### src/rtl/noc_output_arbiter.sv
// Per-output-port round-robin arbiter with packet-level locking for the mesh router.
// All outputs are registered; a lock is held from head to tail flit or until the owner times out.

module noc_output_arbiter #(
   parameter int unsigned N_PORT     = 5,
   parameter int unsigned DATA_WIDTH = 8,
   parameter int unsigned IDX_W      = 3,
   parameter int unsigned TIMEOUT    = 15
) (
   input  logic                         clk,
   input  logic                         rst,
   input  logic [N_PORT-1:0]            req,
   input  logic [N_PORT-1:0]            tail,
   input  logic [N_PORT*DATA_WIDTH-1:0] Data_in,
   input  logic                         full,
   output logic [N_PORT-1:0]            grant,
   output logic [DATA_WIDTH-1:0]        Data_out,
   output logic                         val,
   output logic [IDX_W-1:0]             owner,
   output logic                         busy
);

   typedef enum logic {StIdle, StLock} state_e;

   state_e                  state_q, state_d;
   logic [N_PORT-1:0]       grant_q, grant_d;
   logic [DATA_WIDTH-1:0]   data_out_q, data_out_d;
   logic                    val_q, val_d;
   logic [IDX_W-1:0]        owner_q, owner_d;
   logic                    busy_q, busy_d;
   logic [IDX_W-1:0]        rr_ptr_q, rr_ptr_d;
   logic [7:0]              idle_cnt_q, idle_cnt_d;

   logic [DATA_WIDTH-1:0]   flit [N_PORT];
   logic [IDX_W:0]          cand;
   logic [IDX_W-1:0]        winner;
   logic                    found;
   logic [IDX_W-1:0]        next_ptr;
   logic                    owner_req;
   logic                    xfer;
   logic                    timed_out;

   always_comb begin
      for (int i = 0; i < N_PORT; i++) begin
         flit[i] = Data_in[i*DATA_WIDTH +: DATA_WIDTH];
      end
   end

   // First requester at or after rr_ptr, wrapping modulo N_PORT.
   always_comb begin
      found  = 1'b0;
      winner = '0;
      cand   = '0;
      for (int unsigned i = 0; i < N_PORT; i++) begin
         cand = {1'b0, rr_ptr_q} + (IDX_W+1)'(i);
         if (cand >= (IDX_W+1)'(N_PORT)) begin
            cand = cand - (IDX_W+1)'(N_PORT);
         end
         if (!found && req[cand]) begin
            found  = 1'b1;
            winner = cand[IDX_W-1:0];
         end
      end
   end

   assign next_ptr  = (owner_q == IDX_W'(N_PORT - 1)) ? '0 : owner_q + 1'b1;
   assign owner_req = req[owner_q];
   assign xfer      = owner_req & ~full;
   assign timed_out = ~owner_req && ((idle_cnt_q + 8'd1) == 8'(TIMEOUT));

   always_comb begin
      state_d    = state_q;
      grant_d    = grant_q;
      data_out_d = data_out_q;
      val_d      = 1'b0;
      owner_d    = owner_q;
      busy_d     = busy_q;
      rr_ptr_d   = rr_ptr_q;
      idle_cnt_d = idle_cnt_q;
      unique case (state_q)
         StIdle: begin
            idle_cnt_d = '0;
            if (found) begin
               state_d = StLock;
               grant_d = {{(N_PORT-1){1'b0}}, 1'b1} << winner;
               owner_d = winner;
               busy_d  = 1'b1;
            end
         end
         StLock: begin
            if (xfer) begin
               data_out_d = flit[owner_q];
               val_d      = 1'b1;
            end
            // Stalls on full with a pending flit are not idleness.
            idle_cnt_d = owner_req ? '0 : idle_cnt_q + 8'd1;
            if ((xfer && tail[owner_q]) || timed_out) begin
               state_d    = StIdle;
               grant_d    = '0;
               owner_d    = '0;
               busy_d     = 1'b0;
               rr_ptr_d   = next_ptr;
               idle_cnt_d = '0;
            end
         end
         default: begin
            state_d = StIdle;
         end
      endcase
   end

   always_ff @(posedge clk or posedge rst) begin
      if (rst) begin
         state_q    <= StIdle;
         grant_q    <= '0;
         data_out_q <= '0;
         val_q      <= 1'b0;
         owner_q    <= '0;
         busy_q     <= 1'b0;
         rr_ptr_q   <= '0;
         idle_cnt_q <= '0;
      end else begin
         state_q    <= state_d;
         grant_q    <= grant_d;
         data_out_q <= data_out_d;
         val_q      <= val_d;
         owner_q    <= owner_d;
         busy_q     <= busy_d;
         rr_ptr_q   <= rr_ptr_d;
         idle_cnt_q <= idle_cnt_d;
      end
   end

   assign grant    = grant_q;
   assign Data_out = data_out_q;
   assign val      = val_q;
   assign owner    = owner_q;
   assign busy     = busy_q;

endmodule

### config.mk
export PLATFORM = sky130hd
export DESIGN_NAME = noc_output_arbiter
export DESIGN_NICKNAME = d
export VERILOG_FILES = /design/src/rtl/noc_output_arbiter.sv
export SDC_FILE = /design/constraint.sdc
export NUM_CORES = 1
export LEC_CHECK = 0
export ABC_AREA = 1
export CAP_MARGIN = 20
export CELL_PAD_IN_SITES_DETAIL_PLACEMENT = 1
export CELL_PAD_IN_SITES_GLOBAL_PLACEMENT = 2
export CORE_AREA = 2 2 89 125
export DETAILED_ROUTE_END_ITERATION = 12
export DIE_AREA = 0 0 91 127
export PLACE_DENSITY = 0.77
export SETUP_SLACK_MARGIN = 0.5
export SLEW_MARGIN = 20
export SYNTH_ARGS = -nofsm -noshare
export SYNTH_HDL_FRONTEND = slang
export SYNTH_SLANG_ARGS = --single-unit
export TNS_END_PERCENT = 20
### constraint.sdc
create_clock -name clk -period 2.75 [get_ports clk]
set_input_delay 0.275 -clock clk [delete_from_list [all_inputs] [get_ports clk]]
set_output_delay 0.275 -clock clk [all_outputs]
set_load 0.02 [all_outputs]
==> impl_metrics.csv, run 1 <==
group,metric,value,unit
outcome,outcome,"completed",
sta,max_slew.worst_pin.slew,524,ps
synthesis,ys_ff_latch,30,
power,pwr-share-seq,11.9,%
drt,vias,3054,
synthesis,syn-cell-area,2750,sq um
layout,multi_input_area,1970,sq um
worst_setup_path,worstSetupPathType,"flop to flop",
grt,antenna_found_initial,0,
sta,hold_viol_final,0,
place,dpl.hpwl,7440,um
layout,diodes,0,
synthesis,async_flop_share,100,%
cts,clock_tree.buffer_depth,2,
place,dpl_cell_area,3750,sq um
cts,cts_tree,"built",
grt,grt_pass1_vias,3312,
die,die-area,11600,sq um
power,clockPowerShare,9.0,%
layout,post-route-util,40.0,%
layout,drive_gt1_share,25.2,%
place,port_buffers,70,
worst_setup_path,critPathLaunchType,"flop",
sta,layout_min_cycle_time,2550,ps
drt,wl_per_cell,15.1,um
synthesis,syn_inst,396,
cts,cts_made_buffers,5,
synthesis,avgSynthCellArea,6.95,sq um
drt,drtIter0Drc,69,
worst_setup_path,path_max_fanout,4,
place,dp_cells,608,
grt,grt_pass1_wl,15600,um
synthesis,yosys.area.top_type,"dfrtp_1",
sta,hold_slack,380,ps
worst_setup_path,rr_worst_depth,19,
synthesis,dominantRegCellSynth,"dfrtp_1",
layout,area_delta_synth_final,50.6,%
synthesis,yosysMostFrequentCell,"nand2_1",
die,ioPinCount,71,
drt,routed_wl,9500,um
worst_setup_path,critPathCaptureType,"flop",
power,power_frac_comb,79.1,%
die,rows,44,
drt,via_per_inst,4.85,
synthesis,synth_edf_count,0,
synthesis,synth_nets,464,
grt,grt-ovfl-total,0,
cts,clk_pin_slew,50,ps
cts,htreeDepth,2,
grt,grt_use_total,16.7,%
cts,cts_sinks,30,
sta,finalSetupViolCount,0,
power,leakage,1.89,nW
grt,grt_max_degree,31,
sta,slew_headroom,65.0,%
synthesis,synth_area_leaders,"dfrtp_1 27%, nand2_1 11%, nand3_1 6.9%",
sta,max_freq,392,MHz
min_path,min_path_type,"input port to asynchronous set/reset pin",
synthesis,yosysSeqAreaShare,27.3,%
drt,first_pass_iters,4,
place,globalplace.congestion,0.801,
layout,fin_cells,630,
die,die_w,91,um
synthesis,synth.top_cell.area_share,27.3,%
sta,slew_violations,0,
worst_setup_path,worstPathArrival,2720,ps
synthesis,ys_warn_count,0,
power,ir_worst_vdd,0.000491,V
layout,fin_area,4140,sq um
power,power_density,1500,nW/um^2
sta,finClkSkew,2.30,ps
die,start_util,26.6,%
power,p_switching,0.00335,W
power,sw_frac_of_total,53.9,%
drt,final_antenna_net_count,0,
power,cellInternalPower,0.00286,W
synthesis,synth.distinct_cells,38,
layout,layout.nets,559,
die,design.core.area,10300,sq um
sta,rsz0062_at_grt,"true",
cts,clk_latency,280,ps
layout,fillers,1320,
die,die_h,127,um
cts,cts-root-buf,"clkbuf_16",
drt,drc,0,
synthesis,synthTopCellsByCount,"84 x nand2_1, 44 x nor2_1, 38 x nand3_1, 36 x inv_1, 30 x dfrtp_1",
flow_run,drv_cap,0,
sta,finalCritPeriodShare,92.7,%
worst_setup_path,cp.required,2920,ps
layout,regArea,753,sq um
-- sequential cells by signal, indices dropped and copies added, names as in the netlist --
register    cells
Data_out        8
grant           5
owner           3
state_q         1
busy            1
idle_cnt_q      8
val             1
rr_ptr_q        3
-- final timing paths --
kind	startpoint	end	slack, ps
max in group asynchronous	rst	rr_ptr_q[1]	2060
min	rst	Data_out[0]	380
max reg2reg	rr_ptr_q[1]	grant[2]	200
min reg2reg	idle_cnt_q[0]	idle_cnt_q[0]	490
max	rr_ptr_q[1]	grant[2]	200
min in group clk	idle_cnt_q[0]	idle_cnt_q[0]	490
-- through the flow --
step	power, W	setup TNS [ps]	worst slack, ps
after floorplan	0.00379	0	340
after global placement	0.00497	0	33.7
after detailed placement	0.00504	-25.6	-25.6
after CTS	0.00608	0	230
after global routing	0.00681	0	5.46
final	0.00621	0	202
-- metal layers --
metal / part of all wire (%) / GRT usage [%] / up-vias
li1: - / - / 1512
met1: 39 / 16.9 / 1452
met2: 55 / 33.6 / 76
met3: 4.9 / 3.54 / 14
met4: 1.8 / 5.35 / 0
met5: 0 / 0 / -
-- power groups by stage --
| stage | Clock [W] | Combinational (W) | Sequential (W) |
|---|---|---|---|
| 3_5_place_dp | 0 | 0.00428 | 0.000753 |
| 3_3_place_gp | 0 | 0.00422 | 0.000752 |
| 6_report | 0.000560 | 0.00491 | 0.000739 |
| 4_1_cts | 0.000579 | 0.00476 | 0.000742 |
| 5_1_grt | 0.000592 | 0.00546 | 0.000762 |
| 2_1_floorplan | 0 | 0.00292 | 0.000872 |
-- layout by cell type, fill, tap and decap left out, types with 7 or more instances in the layout --
cell             synthesis  final
dfrtp_1                 30     28
nand2_1                 84     73
inv_1                   36     32
o21ai_0                 29     29
nand3_1                 38     33
o22ai_1                  8      7
o21ai_2                  3     10
inv_2                   12     14
buf_4                    0     22
nor2_1                  44     44
mux2_2                   8      8
nand3_2                  4      9
nand2_4                  2      7
nand4_1                 13     13
nand2_2                 12     18
clkdlybuf4s50_1          0     70
ha_1                    14     10
-- cell type report --
class	count	area share, %
flip-flops and latches	30	18.2
repair buffers	95	21.8
well taps	138	4.17
clock buffers	6	3.35
inverters	49	4.68
multi-input cells	310	47.5
clock inverters	2	0.302
-- cells by family (layout without fill, tap and decap cells) --
| logic type | after synthesis | after routing | synth area share, % |
|---|---|---|---|
| AO/OA/AOI/OAI | 70 | 71 | 14.9 |
| AND/OR/NAND/NOR | 210 | 210 | 37.2 |
| adder cells (fa/ha/maj) | 15 | 15 | 7.09 |
| flip-flops | 30 | 30 | 27.3 |
| multiplexers | 8 | 8 | 3.27 |
| XOR/XNOR | 6 | 6 | 2.18 |
| buffers and inverters | 57 | 152 | 8.09 |
-- timing repair --
action / CTS / global route
cloned: 1 / 0
setup buffers: 13 / 0
resized for setup: 19 / 17
setup endpoints to repair: 10 / 28
pin swaps: 8 / 22
hold buffers: 0 / 0
-- critical path, cell delays in order (launching register included) --
cell     delay [ps]
dfrtp_2         440
buf_6           140
buf_6           110
fa_2            390
inv_2           100
nand2_4          80
o21ai_4         160
inv_2            70
nand3_2          60
nand2_2          50
nand2_2          70
nand2_4          80
inv_2            60
nor3_2           30
nor2_1          150
nand2_1         110
nor2_4          150
nor2_1           60
nand2_1          50
nand2_1          60
No activity file was read; power rests on OpenSTA's default activity.
==> run 2, diff against run 1 <==
--- a/config.mk
+++ b/config.mk
@@ -9,10 +9,10 @@
 export CAP_MARGIN = 20
 export CELL_PAD_IN_SITES_DETAIL_PLACEMENT = 1
 export CELL_PAD_IN_SITES_GLOBAL_PLACEMENT = 2
-export CORE_AREA = 2 2 89 125
+export CORE_AREA = 2 2 90 127
 export DETAILED_ROUTE_END_ITERATION = 12
-export DIE_AREA = 0 0 91 127
-export PLACE_DENSITY = 0.77
+export DIE_AREA = 0 0 92 129
+export PLACE_DENSITY = 0.75
 export SETUP_SLACK_MARGIN = 0.5
 export SLEW_MARGIN = 20
 export SYNTH_ARGS = -nofsm -noshare
==> impl_metrics.csv, run 2 (same netlist as run 1, synthesis figures left out) <==
group,metric,value,unit
worst_setup_path,critPathCaptureType,"flop",
worst_setup_path,critPathLaunchType,"flop",
grt,grt_pass1_vias,3454,
drt,first_pass_iters,4,
cts,cts_made_buffers,5,
layout,multi_input_area,2020,sq um
die,die_w,92,um
power,power_density,1570,nW/um^2
grt,antenna_found_initial,0,
place,port_buffers,70,
sta,worst_slack,210,ps
grt,grt-ovfl-total,0,
die,die_h,129,um
drt,routed_wl,10100,um
worst_setup_path,path_max_fanout,8,
flow_run,drv_cap,0,
grt,grt_pass1_wl,17000,um
sta,max_freq,394,MHz
sta,hold_viol_final,0,
sta,finalSetupViolCount,0,
layout,layout_commonest_cell,"nand2_1",
place,dpl.hpwl,7720,um
sta,slew_headroom,37.7,%
min_path,min_path_type,"flop to flop",
place,dp_slack,-8.33,ps
drt,wl_per_cell,15.8,um
sta,max_slew.worst_pin.slew,934,ps
layout,area_delta_synth_final,54.1,%
grt,grt_use_total,18.0,%
sta,finClkSkew,6.40,ps
place,globalplace.congestion,0.793,
layout,fillers,1314,
sta,layout_min_cycle_time,2540,ps
sta,slew_violations,0,
drt,vias,3095,
layout,most-common-layout-cells,"74 x nand2_1, 70 x clkdlybuf4s50_1, 42 x nor2_1, 34 x nand3_1, 30 x inv_1",
worst_setup_path,cp_top_family,"simple AND/OR/NAND/NOR gates",
worst_setup_path,worstSetupPathType,"flop to flop",
cts,postCtsHoldBufs,0,
worst_setup_path,path_cells,"inv_4 > ha_4 > inv_2 > ha_2 > inv_2 > nand2_4 > o21ai_4 > inv_2 > nand3_4 > nand3_4 > nand2_4 > nand3_4 > nor2_8 > nand4_1 > inv_2 > nor2_4 > buf_4 > o21ai_2",
sta,finalCritPeriodShare,92.4,%
sta,rsz0062_at_grt,"true",
drt,drtIter0Drc,85,
layout,diodes,0,
cts,clk_pin_slew,60,ps
drt,final_antenna_net_count,0,
drt,drc,0,
die,start_util,25.7,%
layout,fin_area,4240,sq um
cts,cts_tree,"built",
layout,regArea,754,sq um
die,die-area,11900,sq um
power,ir_worst_vdd,0.000544,V
worst_setup_path,cpPeakStageDelay,430,ps
outcome,outcome,"completed",
grt,grt_max_degree,24,
layout,layout.nets,565,
cts,clk_latency,280,ps
worst_setup_path,crit_buf_inv,6,
worst_setup_path,cp_common_cell,"inv_2",
drt,via_per_inst,4.84,
cts,cts-root-buf,"clkbuf_16",
cts,clock_tree.buffer_depth,2,
worst_setup_path,worstPathArrival,2750,ps
cts,htreeDepth,2,
die,design.core.area,10700,sq um
layout,post-route-util,39.6,%
worst_setup_path,slowest_stage,"dfrtp_2",
cts,cts_sinks,30,
place,dpl_cell_area,3750,sq um
power,leakage,1.92,nW
die,ioPinCount,71,
layout,drive_gt1_share,26.9,%
worst_setup_path,cp.required,2960,ps
power,finalPower,0.00667,W
die,rows,45,
-- run 2: cell types whose count changed in the layout (fill, tap and decap cells not counted), moves of 2 or more --
cell     delta
nor2_2      +2
nor2_1      -2
o21ai_4     +2
buf_4       +7
inv_2       +2
nand3_2     -4
inv_1       -2
nand2_2     -2
o21ai_2     -2
nand3_4     +3
-- run 2: worst paths after layout --
check	start	end	slack, ps	cells past startpoint
setup / recovery	rr_ptr_q[1]	grant[3]	210	18
hold / removal	busy	busy	490	2
setup reg to reg	rr_ptr_q[1]	grant[3]	210	18
hold reg to reg	busy	busy	490	2
max in group asynchronous	rst	val	1570	3
min in group asynchronous	rst	idle_cnt_q[5]	500	2
-- run 2: power by group --
| group | total (W) | switching, W | internal (W) |
|---|---|---|---|
| clock network | 0.000565 | 0.000207 | 0.000358 |
| logic | 0.00536 | 0.00321 | 0.00216 |
| registers | 0.000739 | 0.000134 | 0.000605 |
-- run 2: worst reg2reg max path: cells and delay by family (launching register included) --
| family | cells | cell delay, ps |
|---|---|---|
| AOI/OAI and AO/OA | 2 | 350 |
| buffers and inverters | 6 | 520 |
| and+or+nand+nor | 8 | 850 |
| adders and majority gates | 2 | 320 |
| DFF | 1 | 430 |
-- run 2: per-stage QoR --
| stage | hold WS [ps] | TNS [ps] | instances |
|---|---|---|---|
| after global routing | 525 | 0 | 639 |
| after detailed placement | 477 | -12.3 | 611 |
| after CTS | 494 | 0 | 630 |
| after floorplan | 366 | 0 | 396 |
| after global placement | 477 | 0 | 611 |
| final | 487 | 0 | 639 |
-- run 2: repair_timing --
action / CTS / global route
endpoints found under the setup margin: 10 / 29
setup buffers: 10 / 9
resized for setup: 23 / 23
pin swaps: 18 / 17
cloned: 1 / 0
-- run 2: final cells by class --
cell class                 count  area share (%)
multi-input combinational    310            47.7
clock inverter                 2           0.295
timing repair buffer         101            22.3
clock buffer                   6            3.28
inverter                      49            4.51
tap                          141            4.16
sequential                    30            17.8
-- run 2: routing by layer --
metal / up-vias / part of all wire (%) / global-route usage [%]
met5: - / 0 / 0
met4: 0 / 1.7 / 4.57
met3: 11 / 4.4 / 3.16
met2: 77 / 55 / 36.8
met1: 1482 / 39 / 18.4
li1: 1525 / - / -
